$ cat src/rtl/rotr8_seq_if.sv
// rtl/rotr8_seq_if.sv - request/result handshake bundle for the iterative right rotator
interface rotr8_seq_if #(
    parameter int W  = 8,
    parameter int SW = 3
);
    logic          in_valid;
    logic          in_ready;
    logic [W-1:0]  in;
    logic [SW-1:0] s;
    logic          op_valid;
    logic          op_ready;
    logic [W-1:0]  op;

    // Producer of requests and consumer of results
    modport master (
        output in_valid, in, s, op_ready,
        input  in_ready, op_valid, op
    );

    // The rotator itself
    modport slave (
        input  in_valid, in, s, op_ready,
        output in_ready, op_valid, op
    );
endinterface

$ cat src/rtl/rotr8_seq.sv
// rtl/rotr8_seq.sv - iterative rotate-right, one bit position per clock
module rotr8_seq #(
    parameter int W  = 8,
    parameter int SW = 3
) (
    input  logic        clk,
    input  logic        rst_n,
    rotr8_seq_if.slave  bus,
    output logic        busy
);
    typedef enum logic [1:0] {
        IDLE  = 2'd0,
        SHIFT = 2'd1,
        DONE  = 2'd2
    } state_t;

    state_t        state_q, state_d;
    logic [W-1:0]  data_q, data_d;
    logic [SW-1:0] cnt_q, cnt_d;

    // State, data and remaining-step count; reset discards any in-flight operation
    always_ff @(posedge clk or negedge rst_n) begin
        if (!rst_n) begin
            state_q <= IDLE;
            data_q  <= '0;
            cnt_q   <= '0;
        end else begin
            state_q <= state_d;
            data_q  <= data_d;
            cnt_q   <= cnt_d;
        end
    end

    // Next state: load on accept, rotate one place per SHIFT cycle, hold in DONE until taken
    always_comb begin
        state_d = state_q;
        data_d  = data_q;
        cnt_d   = cnt_q;
        case (state_q)
            IDLE: begin
                if (bus.in_valid) begin
                    data_d  = bus.in;
                    cnt_d   = bus.s;
                    state_d = (bus.s == '0) ? DONE : SHIFT;
                end
            end
            SHIFT: begin
                data_d = {data_q[0], data_q[W-1:1]};
                // The count is at least 1 here; the guard keeps it from ever wrapping
                if (cnt_q != '0) begin
                    cnt_d = cnt_q - SW'(1);
                end
                if (cnt_q <= SW'(1)) begin
                    state_d = DONE;
                end
            end
            DONE: begin
                if (bus.op_ready) begin
                    state_d = IDLE;
                end
            end
            default: begin
                state_d = IDLE;
            end
        endcase
    end

    // Handshake flags are pure state decodes; the result is the data register itself
    assign bus.in_ready = (state_q == IDLE);
    assign bus.op_valid = (state_q == DONE);
    assign bus.op       = data_q;
    assign busy         = (state_q != IDLE);
endmodule

$ cat src/flat_wrapper.sv
// flat-port wrapper written by rule: the top's interface ports become plain ports
module rotr8_seq_flat 
#(
    parameter int W  = 8,
    parameter int SW = 3
)
  (clk, rst_n, busy, bus_in_valid, bus_in, bus_s, bus_op_ready, bus_in_ready, bus_op_valid, bus_op);
  rotr8_seq_if #(.W(W), .SW(SW)) bus_i ();
  input  logic clk;
  input  logic rst_n;
  output logic busy;
  input wire logic [$bits(bus_i.in_valid)-1:0] bus_in_valid;
  input wire logic [$bits(bus_i.in)-1:0] bus_in;
  input wire logic [$bits(bus_i.s)-1:0] bus_s;
  input wire logic [$bits(bus_i.op_ready)-1:0] bus_op_ready;
  output wire logic [$bits(bus_i.in_ready)-1:0] bus_in_ready;
  output wire logic [$bits(bus_i.op_valid)-1:0] bus_op_valid;
  output wire logic [$bits(bus_i.op)-1:0] bus_op;
  assign bus_i.in_valid = bus_in_valid;
  assign bus_i.in = bus_in;
  assign bus_i.s = bus_s;
  assign bus_i.op_ready = bus_op_ready;
  assign bus_in_ready = bus_i.in_ready;
  assign bus_op_valid = bus_i.op_valid;
  assign bus_op = bus_i.op;
  rotr8_seq #(.W(W), .SW(SW)) u_core (.clk(clk), .rst_n(rst_n), .bus(bus_i), .busy(busy));
endmodule
$ cat config.mk
export PLATFORM = sky130hd
export DESIGN_NAME = rotr8_seq_flat
export DESIGN_NICKNAME = d
export VERILOG_FILES = /design/src/rtl/rotr8_seq_if.sv /design/src/rtl/rotr8_seq.sv /design/src/flat_wrapper.sv
export SDC_FILE = /design/constraint.sdc
export NUM_CORES = 1
export LEC_CHECK = 0
export ABC_AREA = 1
export BUFFER_PORTS_ARGS = -buffer_cell sky130_fd_sc_hd__buf_4
export CORE_ASPECT_RATIO = 0.9
export CORE_MARGIN = 2
export CORE_UTILIZATION = 44
export CTS_CLUSTER_SIZE = 30
export DETAILED_ROUTE_END_ITERATION = 16
export PLACE_DENSITY = 0.8
export SLEW_MARGIN = 25
export SYNTH_ARGS = -nofsm -noshare
export SYNTH_HDL_FRONTEND = slang
export SYNTH_SLANG_ARGS = --single-unit
export TNS_END_PERCENT = 1
$ cat constraint.sdc
create_clock -name clk -period 1.1 [get_ports clk]
set_clock_uncertainty 0.15 [all_clocks]
set_input_delay 0.33 -clock clk [delete_from_list [all_inputs] [get_ports clk]]
set_output_delay 0.33 -clock clk [all_outputs]
set_load 0.05 [all_outputs]
==> impl_metrics.json <==
{
  "status": "complete, but fails checks",
  "violations": "negative setup slack",
  "synth.avg_cell_area_sq_um": 7.083,
  "firstDrtPassIters": 6,
  "postSynthCellCount": 112,
  "fillers": 143,
  "die_x_um": 48.76,
  "path_max_fanout": 3,
  "grt_max_degree": 18,
  "critPathRequiredTime_ns": 0.62,
  "cts_tree": "done",
  "drcViolationCount": 0,
  "reg2reg_depth": 8,
  "vias_per_cell": 4.649,
  "synth_edf_count": 0,
  "syn_to_final_growth_pct": 50.63,
  "crit_arrival_ns": 1.07,
  "cts_made_buffers": 3,
  "clk_pin_slew_ns": 0.09,
  "grt_use_total": 0.2001,
  "fin_crit_ns": 1.545,
  "peakVddDrop_v": 0.001836,
  "fp.dieH_um": 44.28,
  "placed_cells": 166,
  "p_leak_nw": 0.6485,
  "grt_antenna_before_repair": 0,
  "critPathCaptureType": "primary output",
  "regArea_sq_um": 326.6,
  "rows": 14,
  "wl_per_cell_um": 10.77,
  "fmax_mhz": 647.1,
  "yosys_warnings": 0,
  "ant_nets": 0,
  "r2r_slack_ns": -0.28,
  "num_vias": 809,
  "crit_type": "reg2out",
  "final-hold-violation-count": 0,
  "report.final.slew_viol_count": 0,
  "io_pins": 26,
  "final_cells": 174,
  "grt_first_pass_wirelength_um": 3167,
  "worst_pin_slew_ns": 0.1959,
  "ys_seq_area_frac": 0.4101,
  "core_sq_mm": 0.001682,
  "synthArstFlopShare": 1.000,
  "hpwl_um": 1394,
  "p_per_area_mw_per_mm2": 3430,
  "netlist_area_sq_um": 793.3,
  "initial_utilization": 0.4717,
  "drive_gt1_frac": 0.3933,
  "gp_congestion": 0.7853,
  "r2r-start": "u_core.state_q[1]",
  "nets": 169,
  "final_cell_mix": "nand2_1, buf_4, inv_1",
  "io_buffers": 25,
  "holdPathStages": 5,
  "multi_input_area_sq_um": 402.9,
  "grt_overflow": 0,
  "power.total_mw": 4.098,
  "ys_seq_elements": 13,
  "worst_slack_ns": -0.4454,
  "grt_pass1_vias": 762,
  "cts_root_buf": "clkbuf_4",
  "slew_headroom": 0.8694,
  "dieArea_sq_mm": 0.002159,
  "clock_latency_ns": 0.29,
  "finalSetupViolations": 24,
  "min_from": "bus_in[2]",
  "grt_setup_unrepaired": "yes",
  "whs_endpoint": "u_core.bus.op[2]",
  "finalCritPeriodShare": 1.405,
  "startpoint_type": "flip-flop",
  "drt_iter0_drc": 13,
  "clockBufferDepth": 2,
  "final_common_cell": "nand2_1",
  "reg2reg_to": "u_core.bus.op[6]",
  "cap_violations": 0,
  "place_ws_ns": -0.2448,
  "ys.flop_type": "dfrtp_1",
  "hp-class": "in2reg",
  "antenna_cells": 0,
  "cts.htree.levels": 1,
  "drt_wl_total_um": 1874,
  "synth_nets": 130,
  "ys_types": 14,
  "cts.sinks": 13
}
==> cell usage after synthesis, types with 2 or more instances <==
master   instances  area share
inv_2            2      0.0095
buf_6            3       0.043
nand3_1          4       0.025
ha_1             3       0.047
inv_1           17       0.080
nand2_1         39        0.18
nor2_1           9       0.043
dfrtp_1         13        0.41
o21ai_2          3       0.033
o21ai_1          9       0.057
o21ai_0          7       0.044
==> power by group <==
group / total [mW] / internal [mW] / switching (mW)
sequential: 0.898 / 0.718 / 0.179
combinational: 2.89 / 1.12 / 1.77
clock: 0.312 / 0.135 / 0.177
==> cells by family after synthesis <==
family	after synthesis	synth area share
compound gates	20	0.1404
simple gates	54	0.2697
fa+ha+maj	3	0.04732
buf+inv	22	0.1325
flops	13	0.4101
==> area by class of cell <==
class,instances,share of cell area
Multi-Input combinational cell,77,0.3372
Tap cell,24,0.02513
Timing Repair Buffer,37,0.2796
Clock inverter,1,0.004188
Sequential cell,13,0.2733
Inverter,19,0.06178
Clock buffer,3,0.01885
==> flip-flops by register name, indices dropped and copies added (netlist names) <==
register and cells:
u_core.state_q 2, u_core.bus.op 8, u_core.cnt_q 3
==> stage by stage <==
step | setup TNS, ns | util | hold WS (ns) | instance area, sq um
detailed placement | -3.026 | 0.6302 | 0.03457 | 1060
finish | -6.314 | 0.7106 | 0.2119 | 1195
CTS | -6.258 | 0.6897 | 0.1976 | 1160
global placement | -2.520 | 0.6302 | 0.02932 | 1060
floorplan | -2.584 | - | -0.1156 | 803.3
global route | -7.868 | 0.7106 | 0.2192 | 1195
==> worst max-delay path by stage <==
| stage | startpoint | endpoint | slack, ns | cells after the start |
|---|---|---|---|---|
| detailed placement | u_core.state_q[1] | u_core.bus.op[7] | -0.24 | 7 |
| global route | u_core.state_q[1] | bus_op_valid | -0.50 | 3 |
| finish | u_core.state_q[1] | bus_op_valid | -0.45 | 3 |
| floorplan | u_core.state_q[1] | busy | -0.45 | 2 |
| CTS | u_core.state_q[0] | busy | -0.45 | 3 |
| global placement | u_core.cnt_q[1] | u_core.cnt_q[2] | -0.19 | 7 |
==> worst max-delay path, stage by stage, from the launching register on <==
cell,delay [ns]
dfrtp_1,0.44
inv_2,0.08
nor2_2,0.09
buf_6,0.16
==> metal layers <==
metal  wire (um)  track usage  vias up
met5           0            0        -
met2         970       0.3507       14
met4          49       0.1371        0
li1            -            -      419
met3          54      0.04730        5
met1         799       0.2213      371
==> timing repair <==
action	CTS	global route
gates cloned	0	0
endpoints found under the hold margin	13	0
pin swaps	1	0
hold buffers	1	0
gates resized for setup	15	15
setup endpoints to repair	24	24
buffers inserted	2	1
Power figures use the tool's default switching activity.
